===== src/rtl/coherence_bus_arbiter.sv =====
// coherence_bus_arbiter: round-robin owner selection for a shared coherence bus
// between NUM_CACHES L1 requesters and one L2 port (index MEM_PORT).
// A transaction is GRANT (request on the bus) -> WAIT_L2 (L2 owns the bus)
// -> RELEASE (wait for the master to withdraw) -> IDLE.
// Optional feature: define ARB_TIMEOUT_EN to build the WAIT_L2 watchdog
// (sticky timeout_err); when undefined, WAIT_L2 waits indefinitely.
module coherence_bus_arbiter #(
    parameter int NUM_CACHES = 4,
    parameter int MSG_BITS = 4,
    parameter logic [MSG_BITS-1:0] NO_REQ = '0,
    parameter logic [MSG_BITS-1:0] DONE_MSG = MSG_BITS'(9),
    parameter int TIMEOUT_CYCLES = 256,
    localparam int MEM_PORT = NUM_CACHES,
    localparam int CTRL_W = ($clog2(NUM_CACHES + 1) > 1) ? $clog2(NUM_CACHES + 1) : 1
) (
    input  logic                           clock,
    input  logic                           reset,
    input  logic [NUM_CACHES*MSG_BITS-1:0] cache2bus_msg,
    input  logic [MSG_BITS-1:0]            l2_msg,
    output logic [CTRL_W-1:0]              bus_control,
    output logic                           bus_en,
    output logic [NUM_CACHES-1:0]          curr_master,
    output logic                           req_ready,
    output logic                           timeout_err
);

    localparam int IDX_W = (NUM_CACHES > 1) ? $clog2(NUM_CACHES) : 1;

    typedef enum logic [1:0] {
        IDLE    = 2'd0,
        GRANT   = 2'd1,
        WAIT_L2 = 2'd2,
        RELEASE = 2'd3
    } state_t;

    state_t             state_reg;
    logic [IDX_W-1:0]   rr_ptr_reg;
    logic [IDX_W-1:0]   master_idx_reg;

    logic [NUM_CACHES-1:0] req_vec;
    logic [NUM_CACHES-1:0] winner_onehot;
    logic [IDX_W-1:0]      winner;
    logic                  any_req;
    logic [MSG_BITS-1:0]   master_msg;
    logic                  master_req;
    logic [IDX_W-1:0]      next_ptr;
    logic                  l2_done;

    // Per-cache request flags and one-hot decode of the selected winner.
    genvar gi;
    generate
        for (gi = 0; gi < NUM_CACHES; gi++) begin : g_req
            assign req_vec[gi]       = (cache2bus_msg[gi*MSG_BITS +: MSG_BITS] != NO_REQ);
            assign winner_onehot[gi] = (winner == IDX_W'(gi));
        end
    endgenerate

    assign any_req    = |req_vec;
    assign master_msg = cache2bus_msg[master_idx_reg*MSG_BITS +: MSG_BITS];
    assign master_req = (master_msg != NO_REQ);
    assign l2_done    = (l2_msg == DONE_MSG);

    // Round-robin search: first requester at or above rr_ptr, wrapping to 0.
    always_comb begin
        winner = '0;
        for (int k = NUM_CACHES - 1; k >= 0; k--) begin
            if (req_vec[(int'(rr_ptr_reg) + k) % NUM_CACHES]) begin
                winner = IDX_W'((int'(rr_ptr_reg) + k) % NUM_CACHES);
            end
        end
    end

    // Pointer moves just past the master once its transaction fully releases.
    always_comb begin
        next_ptr = '0;
        if (int'(master_idx_reg) < NUM_CACHES - 1) begin
            next_ptr = master_idx_reg + IDX_W'(1);
        end
    end

`ifdef ARB_TIMEOUT_EN
    localparam logic [15:0] TIMEOUT_LAST = 16'(TIMEOUT_CYCLES - 1);
    logic [15:0] wd_cnt_reg;
    logic        timeout_err_reg;
    assign timeout_err = timeout_err_reg;
`else
    assign timeout_err = 1'b0;
`endif

    // Arbitration FSM with all bus-facing outputs registered alongside the state.
    always_ff @(posedge clock or posedge reset) begin
        if (reset) begin
            state_reg      <= IDLE;
            rr_ptr_reg     <= '0;
            master_idx_reg <= '0;
            bus_control    <= '0;
            bus_en         <= 1'b0;
            curr_master    <= '0;
            req_ready      <= 1'b0;
`ifdef ARB_TIMEOUT_EN
            wd_cnt_reg      <= '0;
            timeout_err_reg <= 1'b0;
`endif
        end else begin
            case (state_reg)
                IDLE: begin
                    bus_control <= '0;
                    bus_en      <= 1'b0;
                    curr_master <= '0;
                    req_ready   <= 1'b0;
                    if (any_req) begin
                        state_reg      <= GRANT;
                        master_idx_reg <= winner;
                        bus_control    <= CTRL_W'(winner);
                        bus_en         <= 1'b1;
                        curr_master    <= winner_onehot;
                        req_ready      <= 1'b1;
                    end
                end
                GRANT: begin
                    req_ready <= 1'b0;
                    if (!master_req) begin
                        // Master withdrew before L2 could act: abort, pointer untouched.
                        state_reg   <= IDLE;
                        bus_control <= '0;
                        bus_en      <= 1'b0;
                        curr_master <= '0;
                    end else begin
                        state_reg   <= WAIT_L2;
                        bus_control <= CTRL_W'(MEM_PORT);
                        bus_en      <= 1'b1;
`ifdef ARB_TIMEOUT_EN
                        wd_cnt_reg  <= '0;
`endif
                    end
                end
                WAIT_L2: begin
                    if (l2_done) begin
                        state_reg   <= RELEASE;
                        bus_control <= '0;
                        bus_en      <= 1'b0;
`ifdef ARB_TIMEOUT_EN
                    end else if (wd_cnt_reg == TIMEOUT_LAST) begin
                        state_reg       <= RELEASE;
                        bus_control     <= '0;
                        bus_en          <= 1'b0;
                        timeout_err_reg <= 1'b1;
                    end else begin
                        wd_cnt_reg <= wd_cnt_reg + 16'd1;
`endif
                    end
                end
                RELEASE: begin
                    if (!master_req) begin
                        state_reg   <= IDLE;
                        curr_master <= '0;
                        rr_ptr_reg  <= next_ptr;
                    end
                end
                default: begin
                    state_reg <= IDLE;
                end
            endcase
        end
    end

endmodule


===== config.mk =====
export PLATFORM = sky130hd
export DESIGN_NAME = coherence_bus_arbiter
export DESIGN_NICKNAME = d
export VERILOG_FILES = /design/src/rtl/coherence_bus_arbiter.sv
export SDC_FILE = /design/constraint.sdc
export NUM_CORES = 1
export LEC_CHECK = 0
export BUFFER_PORTS_ARGS = -buffer_cell sky130_fd_sc_hd__buf_2
export CAP_MARGIN = 5
export CORE_MARGIN = 4
export CORE_UTILIZATION = 52
export CTS_CLUSTER_SIZE = 10
export DETAILED_ROUTE_END_ITERATION = 7
export GPL_TIMING_DRIVEN = 0
export MAX_ROUTING_LAYER = met4
export PLACE_DENSITY = 0.8
export SYNTH_ARGS = -nofsm -noshare
export SYNTH_HDL_FRONTEND = slang
export SYNTH_SLANG_ARGS = --single-unit

===== constraint.sdc =====
create_clock -name clock -period 2.92 [get_ports clock]
set_clock_uncertainty 0.05 [all_clocks]
set_input_delay 0.292 -clock clock [delete_from_list [all_inputs] [get_ports clock]]
set_output_delay 0.292 -clock clock [all_outputs]
set_load 0.03 [all_outputs]

==> results of run 1 <==
-- path summary, 6_finish.rpt --
kind                              startpoint                 to  slack [ns]  cells after the start
min in group clock                    bus_en             bus_en        0.43                      2
min reg2reg                           bus_en             bus_en        0.43                      2
max reg2reg                     state_reg[0]           register        1.19                      6
max in group asynchronous              reset     curr_master[3]        2.47                      2
min                                    reset     bus_control[2]       -0.01                      2
max                        cache2bus_msg[13]  master_idx_reg[0]        0.99                      6
-- cell families (layout without fill, tap and decap cells) --
family	after synthesis	after routing	share of synthesized area
adder cells (fa/ha/maj)	6	6	0.0804
AND/OR/NAND/NOR	32	32	0.208
flip-flops	15	15	0.402
buffers and inverters	7	41	0.0402
other	1	1	0.00402
AO/OA/AOI/OAI	30	30	0.231
multiplexers	3	3	0.0349
-- metal layers --
layer | wire [um] | global-route usage
met1 | 869 | 0.217
met2 | 1050 | 0.265
met3 | 98 | 0.0445
met4 | 10 | 0.0269
met5 | 0 | -
-- placed cells by master (no fill, tap or decap), types with 3 or more instances in the layout --
| cell type | netlist | layout |
|---|---|---|
| a21oi_1 | 3 | 3 |
| ha_1 | 6 | 6 |
| inv_1 | 5 | 5 |
| nor4_2 | 3 | 3 |
| nor2_1 | 7 | 7 |
| or4_1 | 3 | 3 |
| dfrtp_1 | 15 | 15 |
| a22o_1 | 5 | 5 |
| o21ai_0 | 6 | 6 |
| nand2_1 | 7 | 7 |
| clkbuf_4 | 0 | 3 |
| buf_2 | 0 | 30 |
-- cell type report --
class                   instances  area, sq um
plain buffers                   2         18.8
flip-flops and latches         15          375
multi-input cells              72          520
inverters                       5         18.8
repair buffers                 30          150
well taps                      25         31.3
clock inverters                 1         5.00
fillers                       129          566
clock buffers                   3         22.5
-- stage by stage --
step           utilization  cell area (sq um)  setup slack [ns]  hold slack [ns]
2_1_floorplan            -                933             0.839            0.143
3_3_place_gp         0.653               1110             0.692            0.315
3_5_place_dp         0.653               1110             0.682            0.310
4_1_cts              0.669               1140             0.989         0.000730
5_1_grt              0.669               1140             0.962           0.0120
6_report             0.669               1140             0.990          -0.0125
-- critical path, delay by kind of cell --
family | cells | cell delay, ns
AND/OR/NAND/NOR | 3 | 1.19
multiplexers | 1 | 0.34
buffers and inverters | 2 | 0.24
-- power by group through the flow --
stage / clock (mW) / sequential, mW / combinational [mW]
final: 0.117 / 0.362 / 0.564
after CTS: 0.120 / 0.361 / 0.565
after floorplan: 0 / 0.432 / 0.348
after detailed placement: 0 / 0.365 / 0.562
after global placement: 0 / 0.357 / 0.543
after global routing: 0.134 / 0.376 / 0.625
==> impl_metrics.csv, run 1 <==
group,metric,value,unit
clocking,cts_buffers,3,
sta,worst_pin_slew,0.545,ns
clocking,clock-sinks,15,
final_layout,syn2layout_area_growth,22.4,%
sta,setup_tns,0,ns
min_path,hold_class,"input port to asynchronous set/reset pin",
yosys,ys_warn_count,0,
yosys,yosysSeqAreaShare,0.402,
sta,drv_slew,0,
power,power,1.04,mW
critical_path,cp_cell_sequence,"buf_2 -> or4_4 -> buf_6 -> or4_4 -> nand2_2 -> mux2_2",
grt,grt_remaining_overflow,0,
critical_path,critical_path_arrival,2.05,ns
yosys,synth_cell_type_count,35,
placed_design,io_buffers,30,
clocking,htree_levels,1,
yosys,synth_top_area_frac,0.402,
critical_path,slowest_delay,0.54,ns
power,p_sw_frac,0.465,
critical_path,slowest_stage,"or4_4",
critical_path,cp.required,3.04,ns
clocking,clock_latency,0.28,ns
yosys,synth.most_common_cell,"dfrtp_1",
placed_design,finalWeightedCongestion,0.822,
sta,finalSetupViolCount,0,
clocking,cts_resized,0,
yosys,ys_top_cells_by_count,"dfrtp_1, nand2_1, nor2_1",
final_layout,layout-drive-gt1-share,0.336,
critical_path,critPathLaunchType,"input port",
floorplanning,die_w,50.4,um
critical_path,end_kind,"register",
route,ant_nets,0,
clocking,cts_setup_buffers,0,
yosys,ys_ff_latch,15,
outcome,failed_checks,"negative hold slack",
grt,grt_pass1_wl,3210,um
route,wl,2030,um
yosys,yosys.area.top_type,"dfrtp_1",
flow_run,max_cap_viol_count,0,
yosys,synth_flop_cell,"dfrtp_1",
yosys,synth_area_per_cell,9.93,sq um
critical_path,critPathMaxFanout,7,
floorplanning,start_util,0.547,
yosys,async_reset_ff_frac,1.00,
yosys,ys_top_cells_by_area,"dfrtp_1, ha_1, a22o_1",
sta,min_period,1.93,ns
outcome,status,"finished with violations",
final_layout,top_regs,"curr_master: 4 flops, bus_control: 3 flops",
final_layout,stdcell_count,153,
route,vias,858,
clocking,cts-root-buf,"clkbuf_4",
final_layout,diodes,0,
sta,fin_hold_ws,-0.0125,ns
grt,grt_max_degree,16,
placed_design,placed_cells,149,
route,drtPass1Iterations,4,
sta,rsz0062_at_grt,"false",
floorplanning,die-area,2540,sq um
yosys,synth_edf_count,0,
yosys,postSynthCellCount,94,
placed_design,hpwl,1670,um
grt,antenna_found_initial,0,
route,viasPerCell,5.61,
power,power.share.clock,0.112,
floorplanning,die_y,50.4,um
grt,grt_usage,0.167,
power,p_leak,0.536,nW
final_layout,largest_reg_flops,4,
yosys,synth_area,933,sq um
floorplanning,core-area,1710,sq um
final_layout,nNetsFinal,157,
power,seqPwrFrac,0.347,
final_layout,regMostFlops,"curr_master",
clocking,clkTransAtPathRegs,0.09,ns
route,drc,0,
sta,hold_violations,15,
critical_path,critical_path_class,"input port to register",
sta,fin_crit_sh,0.661,
route,wl_per_cell,13.2,um
clocking,cts_max_path_buffers,2,
power,p_switching,0.485,mW
clocking,ctsHoldBuffers,0,
power,internal-power,0.559,mW
power,ir_drop,0.624,mV
grt,first_global_vias,755,
route,drtIter0Drc,27,
power,power_frac_comb,0.541,
critical_path,path_common_cell,"or4_4",
power,power.density,914,nW/um^2
floorplanning,io_pins,32,
sta,slew_headroom,0.636,
clocking,cts_tree,"yes",
yosys,syn_nets,122,
floorplanning,rows,15,
sta,fmax,518,MHz
(Power assumes the default switching activity.)
==> inputs of run 2 (changes only) <==
--- a/config.mk
+++ b/config.mk
@@ -8,12 +8,12 @@
 export BUFFER_PORTS_ARGS = -buffer_cell sky130_fd_sc_hd__buf_2
 export CAP_MARGIN = 5
 export CORE_MARGIN = 4
-export CORE_UTILIZATION = 52
+export CORE_UTILIZATION = 48
 export CTS_CLUSTER_SIZE = 10
 export DETAILED_ROUTE_END_ITERATION = 7
 export GPL_TIMING_DRIVEN = 0
 export MAX_ROUTING_LAYER = met4
-export PLACE_DENSITY = 0.8
+export PLACE_DENSITY = 0.75
 export SYNTH_ARGS = -nofsm -noshare
 export SYNTH_HDL_FRONTEND = slang
 export SYNTH_SLANG_ARGS = --single-unit
==> constraint.sdc (replaced) <==
create_clock -name clock -period 1.8 [get_ports clock]
set_clock_uncertainty 0.05 [all_clocks]
set_input_delay 0.18 -clock clock [delete_from_list [all_inputs] [get_ports clock]]
set_output_delay 0.18 -clock clock [all_outputs]
set_load 0.03 [all_outputs]
==> run 2 against run 1 <==
Against the previous run: the run now ends clean; final area is 4.6% higher; global-route usage is 2.4 points higher; via count is 2.6% higher; sequential power is 59% higher; die area is 7.0% higher; clock power is 71% higher; sequential share of layout area is 1.4 points lower; critical path type unchanged; critical endpoint unchanged; largest power group unchanged; highest routed layer unchanged.
==> impl_metrics.csv, run 2 (synthesized netlist as in run 1, its figures left out) <==
group,metric,value,unit
sta,hold_violations,0,
min_path,min_from,"l2_msg[2]",
sta,slew_headroom,0.616,
final_layout,largest_reg_flops,4,
grt,grt_usage,0.191,
final_layout,stdcell_count,154,
power,power.density,1460,nW/um^2
route,drc,0,
min_path,hold_class,"input port to register",
floorplanning,die-area,2710,sq um
final_layout,nNetsFinal,158,
min_path,whs_path_depth,4,
floorplanning,die_w,52.1,um
critical_path,timing.rr.end,"curr_master[2]",
power,p_leak,0.549,nW
floorplanning,io_pins,32,
sta,finalSetupViolCount,0,
grt,grt_max_degree,16,
sta,drv_slew,0,
power,ir_drop,0.946,mV
final_layout,layout-drive-gt1-share,0.380,
final_layout,regMostFlops,"curr_master",
final_layout,layout_commonest_cell,"buf_2",
route,ant_nets,0,
clocking,clock_latency,0.28,ns
final_layout,syn2layout_area_growth,28.0,%
clocking,cts_max_path_buffers,2,
placed_design,io_buffers,30,
critical_path,critPathMaxFanout,4,
route,drtPass1Iterations,5,
critical_path,cp_cell_sequence,"buf_2 -> or4_4 -> or4_4 -> nand2_4 -> mux2_4",
critical_path,critical_path_class,"input port to register",
route,wl_per_cell,13.9,um
grt,antenna_found_initial,0,
clocking,clock-sinks,15,
min_path,hold_end,"bus_control[2]",
final_layout,final_cell_mix,"buf_2, dfrtp_1, nor2_1, nand2_1",
sta,worst_pin_slew,0.575,ns
placed_design,placed_area,1130,sq um
clocking,cts-root-buf,"clkbuf_4",
critical_path,critPathLaunchType,"input port",
critical_path,path_common_cell,"or4_4",
floorplanning,start_util,0.524,
grt,first_global_vias,860,
grt,grt_remaining_overflow,0,
sta,fin_hold_ws,0.333,ns
final_layout,top_regs,"curr_master: 4 flops, bus_control: 3 flops",
critical_path,rrSetupSlack,0.11,ns
placed_design,placed_cells,149,
clocking,htree_levels,1,
sta,fmax,590,MHz
critical_path,end_kind,"register",
critical_path,critical_path_arrival,1.82,ns
sta,min_period,1.69,ns
clocking,cts_tree,"yes",
floorplanning,core-area,1780,sq um
critical_path,r2r_cells,5,
route,wl,2140,um
clocking,cts_buffers,3,
critical_path,slowest_delay,0.58,ns
floorplanning,rows,15,
final_layout,fin_area,1190,sq um
outcome,status,"completed",
route,viasPerCell,5.71,
critical_path,cp.required,1.93,ns
final_layout,diodes,0,
flow_run,max_cap_viol_count,0,
sta,fin_crit_sh,0.941,
route,vias,880,
placed_design,hpwl,1710,um
route,drtIter0Drc,12,
grt,grt_pass1_wl,3770,um
placed_design,finalWeightedCongestion,0.752,
clocking,clkTransAtPathRegs,0.10,ns
floorplanning,die_y,52.1,um
critical_path,slowest_stage,"or4_4",
run 2: how the worst max path moves through the flow:
stage | start | end | slack, ns | depth (start not counted)
finish | cache2bus_msg[1] | master_idx_reg[0] | 0.11 | 5
global route | register | curr_master[2] | -0.001 | 5
CTS | state_reg[0] | register | 0.06 | 6
detailed placement | cache2bus_msg[13] | register | -0.23 | 6
global placement | cache2bus_msg[13] | register | -0.21 | 6
floorplan | cache2bus_msg[13] | master_idx_reg[0] | -0.01 | 5
run 2: critical path: cells and delay by family:
family / cells / cell delay (ns)
AND/OR/NAND/NOR: 3 / 1.23
buffers and inverters: 1 / 0.12
multiplexers: 1 / 0.30
run 2: timing repair:
item,in CTS,in global routing
hold endpoints to repair,15,0
endpoints found under the setup margin,0,6
hold buffers,1,0
gates resized for setup,0,5
buffers inserted,0,0
run 2: where the power goes:
group / leakage [nW] / internal (mW) / total, mW / switching [mW]
sequential: 0.195 / 0.466 / 0.577 / 0.111
combinational: 0.336 / 0.389 / 0.972 / 0.583
clock: 0.0177 / 0.0825 / 0.200 / 0.118
total: 0.549 / 0.938 / 1.75 / 0.812
run 2: metal layers:
metal	part of all wire	routed length, um	GRT usage	vias to the layer above
met2	0.52	1110	0.335	22
met1	0.44	950	0.222	420
met5	0	0	-	-
met3	0.035	75	0.0430	2
li1	-	-	-	436
met4	0.0047	10	0.0393	0
run 2: metrics by stage:
step                       TNS, ns  total power, mW  utilization  setup slack (ns)
after floorplan            -0.0150             1.29            -           -0.0150
after global placement       -1.32             1.49        0.636            -0.209
after detailed placement     -1.62             1.52        0.636            -0.231
after CTS                        0             1.73        0.658            0.0565
after global routing      -0.00116             1.91        0.670          -0.00116
final                            0             1.75        0.670             0.106
run 2: final cells by class:
class	count	area, sq um
Inverter	5	18.8
Timing Repair Buffer	31	160
Clock buffer	3	22.5
Clock inverter	1	5.00
Buffer	2	18.8
Multi-Input combinational cell	72	563
Tap cell	25	31.3
Sequential cell	15	375
Fill cell	151	588
